===== config.mk =====
export PLATFORM = sky130hd
export DESIGN_NAME = seq_divider
export DESIGN_NICKNAME = d
export VERILOG_FILES = /design/src/rtl/seq_divider.sv
export SDC_FILE = /design/constraint.sdc
export NUM_CORES = 1
export LEC_CHECK = 0
export BUFFER_PORTS_ARGS = -buffer_cell sky130_fd_sc_hd__buf_4
export CORE_MARGIN = 4
export CORE_UTILIZATION = 58
export DETAILED_ROUTE_END_ITERATION = 6
export PLACE_DENSITY = 0.77
export REMOVE_ABC_BUFFERS = 1
export SLEW_MARGIN = 0
export SYNTH_ARGS = -nofsm -noshare
export SYNTH_HDL_FRONTEND = slang
export SYNTH_SLANG_ARGS = --single-unit

===== constraint.sdc =====
create_clock -name clk -period 3.5 [get_ports clk]
set_clock_uncertainty 0.1 [all_clocks]
set_input_delay 0.35 -clock clk [delete_from_list [all_inputs] [get_ports clk]]
set_output_delay 0.35 -clock clk [all_outputs]
set_load 0.1 [all_outputs]

===== src/rtl/seq_divider.sv =====
// Iterative restoring divider with start/done handshake, signed mode and
// divide-by-zero / signed-overflow detection. One quotient bit per ITER cycle.
module seq_divider #(
    parameter int DIVIDEND_W = 8,
    parameter int DIVISOR_W  = 7
) (
    input  logic                  clk,
    input  logic                  reset,
    input  logic                  start,
    input  logic                  signed_mode,
    input  logic [DIVIDEND_W-1:0] dividendin,
    input  logic [DIVISOR_W-1:0]  divisorin,
    output logic                  busy,
    output logic                  done,
    output logic [DIVIDEND_W-1:0] quotient,
    output logic [DIVISOR_W-1:0]  remainder,
    output logic                  div_by_zero,
    output logic                  overflow
);

    localparam int CW = $clog2(DIVIDEND_W + 1);

    typedef enum logic [1:0] {
        S_IDLE = 2'd0,
        S_ITER = 2'd1,
        S_FIX  = 2'd2,
        S_DONE = 2'd3
    } state_t;

    state_t state_q, state_d;

    logic [CW-1:0]         cnt_q, cnt_d;
    logic [DIVISOR_W:0]    rem_q, rem_d;
    logic [DIVIDEND_W-1:0] dvd_q, dvd_d;
    logic [DIVISOR_W-1:0]  dsr_q, dsr_d;
    logic                  neg_dvd_q, neg_dvd_d;
    logic                  neg_dsr_q, neg_dsr_d;
    logic [DIVIDEND_W-1:0] quot_q, quot_d;
    logic [DIVISOR_W-1:0]  rmd_q, rmd_d;
    logic                  dz_q, dz_d;
    logic                  ov_q, ov_d;

    logic                  dz_hit_s;
    logic                  ov_hit_s;
    logic                  in_neg_dvd_s;
    logic                  in_neg_dsr_s;
    logic [DIVISOR_W+1:0]  shifted_s;
    logic [DIVISOR_W+1:0]  trial_s;

    assign in_neg_dvd_s = signed_mode & dividendin[DIVIDEND_W-1];
    assign in_neg_dsr_s = signed_mode & divisorin[DIVISOR_W-1];
    assign dz_hit_s     = (divisorin == {DIVISOR_W{1'b0}});
    assign ov_hit_s     = signed_mode
                        & (dividendin == {1'b1, {(DIVIDEND_W-1){1'b0}}})
                        & (divisorin == {DIVISOR_W{1'b1}});

    // The partial remainder never reaches the divisor, so the shifted value's MSB is 0 and trial_s MSB is the borrow.
    assign shifted_s = {rem_q, dvd_q[DIVIDEND_W-1]};
    assign trial_s   = shifted_s - {2'b00, dsr_q};

    // State register
    always_ff @(posedge clk) begin
        if (!reset) begin
            state_q <= S_IDLE;
        end else begin
            state_q <= state_d;
        end
    end

    // Next-state logic
    always_comb begin
        state_d = state_q;
        case (state_q)
            S_IDLE: begin
                if (start) begin
                    if (dz_hit_s || ov_hit_s) begin
                        state_d = S_DONE;
                    end else begin
                        state_d = S_ITER;
                    end
                end else begin
                    state_d = S_IDLE;
                end
            end
            S_ITER: begin
                if (cnt_q == CW'(1)) begin
                    state_d = S_FIX;
                end else begin
                    state_d = S_ITER;
                end
            end
            S_FIX:   state_d = S_DONE;
            S_DONE:  state_d = S_IDLE;
            default: state_d = S_IDLE;
        endcase
    end

    // Output decode from the state register
    always_comb begin
        busy = 1'b0;
        done = 1'b0;
        case (state_q)
            S_ITER:  busy = 1'b1;
            S_FIX:   busy = 1'b1;
            S_DONE:  done = 1'b1;
            default: begin
                busy = 1'b0;
                done = 1'b0;
            end
        endcase
    end

    // Datapath next-value logic: capture, shift/subtract, sign fix-up
    always_comb begin
        cnt_d     = cnt_q;
        rem_d     = rem_q;
        dvd_d     = dvd_q;
        dsr_d     = dsr_q;
        neg_dvd_d = neg_dvd_q;
        neg_dsr_d = neg_dsr_q;
        quot_d    = quot_q;
        rmd_d     = rmd_q;
        dz_d      = dz_q;
        ov_d      = ov_q;
        case (state_q)
            S_IDLE: begin
                if (start) begin
                    cnt_d     = CW'(DIVIDEND_W);
                    rem_d     = {(DIVISOR_W+1){1'b0}};
                    neg_dvd_d = in_neg_dvd_s;
                    neg_dsr_d = in_neg_dsr_s;
                    dvd_d     = in_neg_dvd_s ? ({DIVIDEND_W{1'b0}} - dividendin) : dividendin;
                    dsr_d     = in_neg_dsr_s ? ({DIVISOR_W{1'b0}} - divisorin) : divisorin;
                    if (dz_hit_s) begin
                        quot_d = {DIVIDEND_W{1'b1}};
                        rmd_d  = {DIVISOR_W{1'b0}};
                        dz_d   = 1'b1;
                        ov_d   = 1'b0;
                    end else if (ov_hit_s) begin
                        quot_d = {1'b1, {(DIVIDEND_W-1){1'b0}}};
                        rmd_d  = {DIVISOR_W{1'b0}};
                        dz_d   = 1'b0;
                        ov_d   = 1'b1;
                    end else begin
                        quot_d = quot_q;
                    end
                end else begin
                    cnt_d = cnt_q;
                end
            end
            S_ITER: begin
                cnt_d = cnt_q - CW'(1);
                if (!trial_s[DIVISOR_W+1]) begin
                    rem_d = trial_s[DIVISOR_W:0];
                    dvd_d = {dvd_q[DIVIDEND_W-2:0], 1'b1};
                end else begin
                    rem_d = shifted_s[DIVISOR_W:0];
                    dvd_d = {dvd_q[DIVIDEND_W-2:0], 1'b0};
                end
            end
            S_FIX: begin
                if (neg_dvd_q ^ neg_dsr_q) begin
                    quot_d = {DIVIDEND_W{1'b0}} - dvd_q;
                end else begin
                    quot_d = dvd_q;
                end
                if (neg_dvd_q) begin
                    rmd_d = {DIVISOR_W{1'b0}} - rem_q[DIVISOR_W-1:0];
                end else begin
                    rmd_d = rem_q[DIVISOR_W-1:0];
                end
                dz_d = 1'b0;
                ov_d = 1'b0;
            end
            S_DONE: begin
                cnt_d = cnt_q;
            end
            default: begin
                cnt_d = cnt_q;
            end
        endcase
    end

    // Datapath and result registers
    always_ff @(posedge clk) begin
        if (!reset) begin
            cnt_q     <= {CW{1'b0}};
            rem_q     <= {(DIVISOR_W+1){1'b0}};
            dvd_q     <= {DIVIDEND_W{1'b0}};
            dsr_q     <= {DIVISOR_W{1'b0}};
            neg_dvd_q <= 1'b0;
            neg_dsr_q <= 1'b0;
            quot_q    <= {DIVIDEND_W{1'b0}};
            rmd_q     <= {DIVISOR_W{1'b0}};
            dz_q      <= 1'b0;
            ov_q      <= 1'b0;
        end else begin
            cnt_q     <= cnt_d;
            rem_q     <= rem_d;
            dvd_q     <= dvd_d;
            dsr_q     <= dsr_d;
            neg_dvd_q <= neg_dvd_d;
            neg_dsr_q <= neg_dsr_d;
            quot_q    <= quot_d;
            rmd_q     <= rmd_d;
            dz_q      <= dz_d;
            ov_q      <= ov_d;
        end
    end

    assign quotient    = quot_q;
    assign remainder   = rmd_q;
    assign div_by_zero = dz_q;
    assign overflow    = ov_q;

endmodule


==> flow_summary.toml <==
[status]
status = "finished clean"

[sta]
holdWs_ns = 0.2290
post-route-min-period_ns = 2.629
maxSlewViolCount = 0
fin_crit_sh_pct = 75.10
rsz0062_at_grt = "no"
setup_violations = 0
max_freq_mhz = 380.4
max_slew_margin_pct = 53.36
worst_slew_pin_slew_ns = 0.6946
hold_viol_final = 0
tns_ns = 0

[clocking]
cts_sinks = 48
cts_buffer_depth = 2
hold_buffers = 0
post_cts_resize_count = 0
htreeDepth = 2
root_buffer = "clkbuf_8"
post-cts-setup-buffers = 0
cts_tree = "built"
clock_latency_ns = 0.31
cts_buffers = 5
path_clk_slew_ns = 0.09

[power]
clockPowerShare_pct = 31.5
p_int_mw = 0.9100
sequentialPowerShare_pct = 46.1
p_sw_mw = 0.3751
p_leak_nw = 1.395
swShare_pct = 29.19
power_frac_comb_pct = 22.4
powerDensity_nw_per_um2 = 374.9
peakVddDrop_mv = 0.2017

[critical_path]
max_stage_delay_ns = 0.48
path_delay_family = "compound AO/OA/AOI/OAI gates"
required_ns = 3.59
start_kind = "register"
crit_buf_inv = 3
cp.depth = 10
arrival_ns = 2.72
cpMaxStageDelayCell = "a211oi_1"
path_common_cell = "inv_1"
cp_max_fo = 10
critical_path_class = "register to register"
ff2ff_path_depth = 10
end_kind = "register"
crit_chain = "inv_1, ha_1, inv_1, fa_1, a211oi_1, o211a_1, nor3_2, buf_4, a222oi_1, nor2b_1"

[grt]
grt_use_met2_pct = 35.89
grt_pass1_wl_mm = 11.45
grt_util_met1_pct = 30.63
grt.busiest_layer = "met2"
grt_start_max_net_pins = 45
grt_overflow = 0
grtUsageMet3_pct = 3.837
track_usage_pct = 22.17
grt_antenna_before_repair = 0
grt_pass1_vias = 2498

[placed_design]
place_inst = 452
gp_routability_congestion = 0.8498
hpwl_mm = 4.858
postPlaceCellArea_um2 = 3317
numPortBuffers = 37

[drt]
ant_nets = 0
remaining_drc_errors = 0
firstDrtPassIters = 5
viasPerCell = 5.652
drt-total-wl_mm = 6.415
drt_iter0_drc = 127
dr_total_vias = 2600
wire_per_inst_um = 13.95

[die]
dieArea_um2 = 6376
die_h_um = 79.85
rows = 25
die_w_um = 79.85
io_pins = 38
start_util_pct = 61.75
core_um2 = 4848

[final_layout]
fin_util_pct = 70.71
final_area_um2 = 3428
areaGrowthSynthToFinish_pct = 14.50
num_antenna_cells = 0
finalNonFillerCells = 460
drive_above_1_share_pct = 13.99
register_area_um2 = 960.9
final.fill_count = 417
multi_input_area_um2 = 1874
final_nets = 430

[logic_synthesis]
postSynth.asyncResetShare_pct = 0
ys_seq_area_share_pct = 32.09
ys.flop_type = "dfxtp_1"
synth_edf_count = 0
synthCells = 360
ys_ff_latch = 48
yosys_warnings = 0
avgSynthCellArea_um2 = 8.317
yosys.cell_types.count = 51
syn-cell-area_um2 = 2994

[run]
max_cap_viol_count = 0

[min_path]
hp-class = "input port to register"
hold_path_depth = 3
==> sequential cells by signal, summed over array words and instances, names as in the netlist <==
signal / flops
state_q: 2
quotient: 8
remainder: 7
neg_dsr_q: 1
overflow: 1
neg_dvd_q: 1
rem_q: 8
cnt_q: 4
div_by_zero: 1
dsr_q: 7
dvd_q: 8
==> synth_stat cells, types with 2 or more instances <==
cell type,number,share of area [%]
mux2i_1,8,2.7
dfxtp_1,48,32
o211ai_1,4,1.0
o2bb2ai_1,4,1.2
nor3_1,12,2.0
a22o_1,2,0.59
ha_1,18,7.5
nand3_1,16,2.7
and3_1,2,0.42
nor2_1,15,1.9
a211oi_1,2,0.50
buf_1,3,0.38
xor2_1,6,1.8
nor2b_1,13,2.7
nand2b_1,6,1.3
nand2_1,39,4.9
and2_1,6,1.3
a211o_1,3,0.88
mux2_2,2,0.75
o31ai_1,2,0.50
a21boi_0,7,1.8
inv_1,24,3.0
a222oi_1,7,2.3
a21oi_1,16,2.7
o211a_1,7,2.3
a21boi_1,9,2.3
a22oi_1,2,0.50
or3_1,4,0.84
clkbuf_1,11,1.4
a31oi_1,6,1.3
xnor2_1,17,5.0
o21ai_0,16,2.7
nor3b_1,3,0.75
or4_1,3,0.75
==> power by group through the flow <==
stage	clock network [mW]	registers (mW)	logic (mW)
detailed placement	0	0.604	0.284
finish	0.405	0.592	0.288
global route	0.430	0.596	0.326
global placement	0	0.603	0.279
floorplan	0	0.598	0.208
CTS	0.411	0.592	0.288
==> cells in the final DEF, fill, tap and decap left out, types with 2 or more instances in the layout <==
cell type	synthesis	final
dfxtp_1	48	48
buf_4	0	41
nand2_1	39	39
inv_1	24	24
ha_1	18	18
xnor2_1	17	17
a21oi_1	16	16
nand3_1	16	16
o21ai_0	16	16
nor2_1	15	15
nor2b_1	13	13
nor3_1	12	12
a21boi_1	9	9
mux2i_1	8	8
o211a_1	7	7
a222oi_1	7	7
a21boi_0	7	7
nand2b_1	6	6
and2_1	6	6
a31oi_1	6	6
xor2_1	6	6
clkbuf_8	0	5
o211ai_1	4	4
o2bb2ai_1	4	4
or3_1	4	4
nor3b_1	3	3
or4_1	3	3
a211o_1	3	3
o31ai_1	2	2
and3_1	2	2
a211oi_1	2	2
a22o_1	2	2
mux2_2	2	2
a22oi_1	2	2
==> cells by family after synthesis <==
group / count (synthesis) / share of synthesized area (%)
flops: 48 / 32.09
xor+xnor: 23 / 6.728
buf+inv: 40 / 5.307
compound gates: 94 / 22.86
fa+ha+maj: 19 / 8.191
mux: 10 / 3.427
simple gates: 126 / 21.40
==> final cells by class <==
cell class	instances	area share (%)
flip-flops and latches	48	28.03
inverters	24	2.628
multi-input cells	272	54.67
clock buffers	5	2.007
clock inverters	3	1.241
well taps	67	2.445
repair buffers	41	8.978
==> per-stage QoR <==
stage / total power [mW] / setup WS [ns]
after global routing: 1.351 / 0.6934
after detailed placement: 0.8883 / 0.7724
after floorplan: 0.8058 / 1.012
final: 1.285 / 0.8715
after global placement: 0.8818 / 0.8216
after CTS: 1.291 / 0.8726
==> path summary, 6_finish.rpt <==
path | startpoint | to | slack (ns)
setup / recovery | dvd_q[7] | dvd_q[0] | 0.87
hold / removal | divisorin[0] | dsr_q[0] | 0.23
setup reg to reg | dvd_q[7] | dvd_q[0] | 0.87
hold reg to reg | quotient[6] | quotient[6] | 0.35
==> worst register-to-register path, cell delays in order (launching register included) <==
cell and delay, ns:
dfxtp_1 0.34, inv_1 0.08, ha_1 0.16, inv_1 0.05, fa_1 0.40, a211oi_1 0.48
o211a_1 0.26, nor3_2 0.05, buf_4 0.19, a222oi_1 0.33, nor2b_1 0.08
==> layer usage <==
| layer | share of wire, % | vias up |
|---|---|---|
| li1 | - | 1351 |
| met1 | 49 | 1164 |
| met2 | 44 | 77 |
| met3 | 6.1 | 8 |
| met4 | 1.2 | 0 |
| met5 | 0 | - |
No activity file was read; power rests on OpenSTA's default activity.
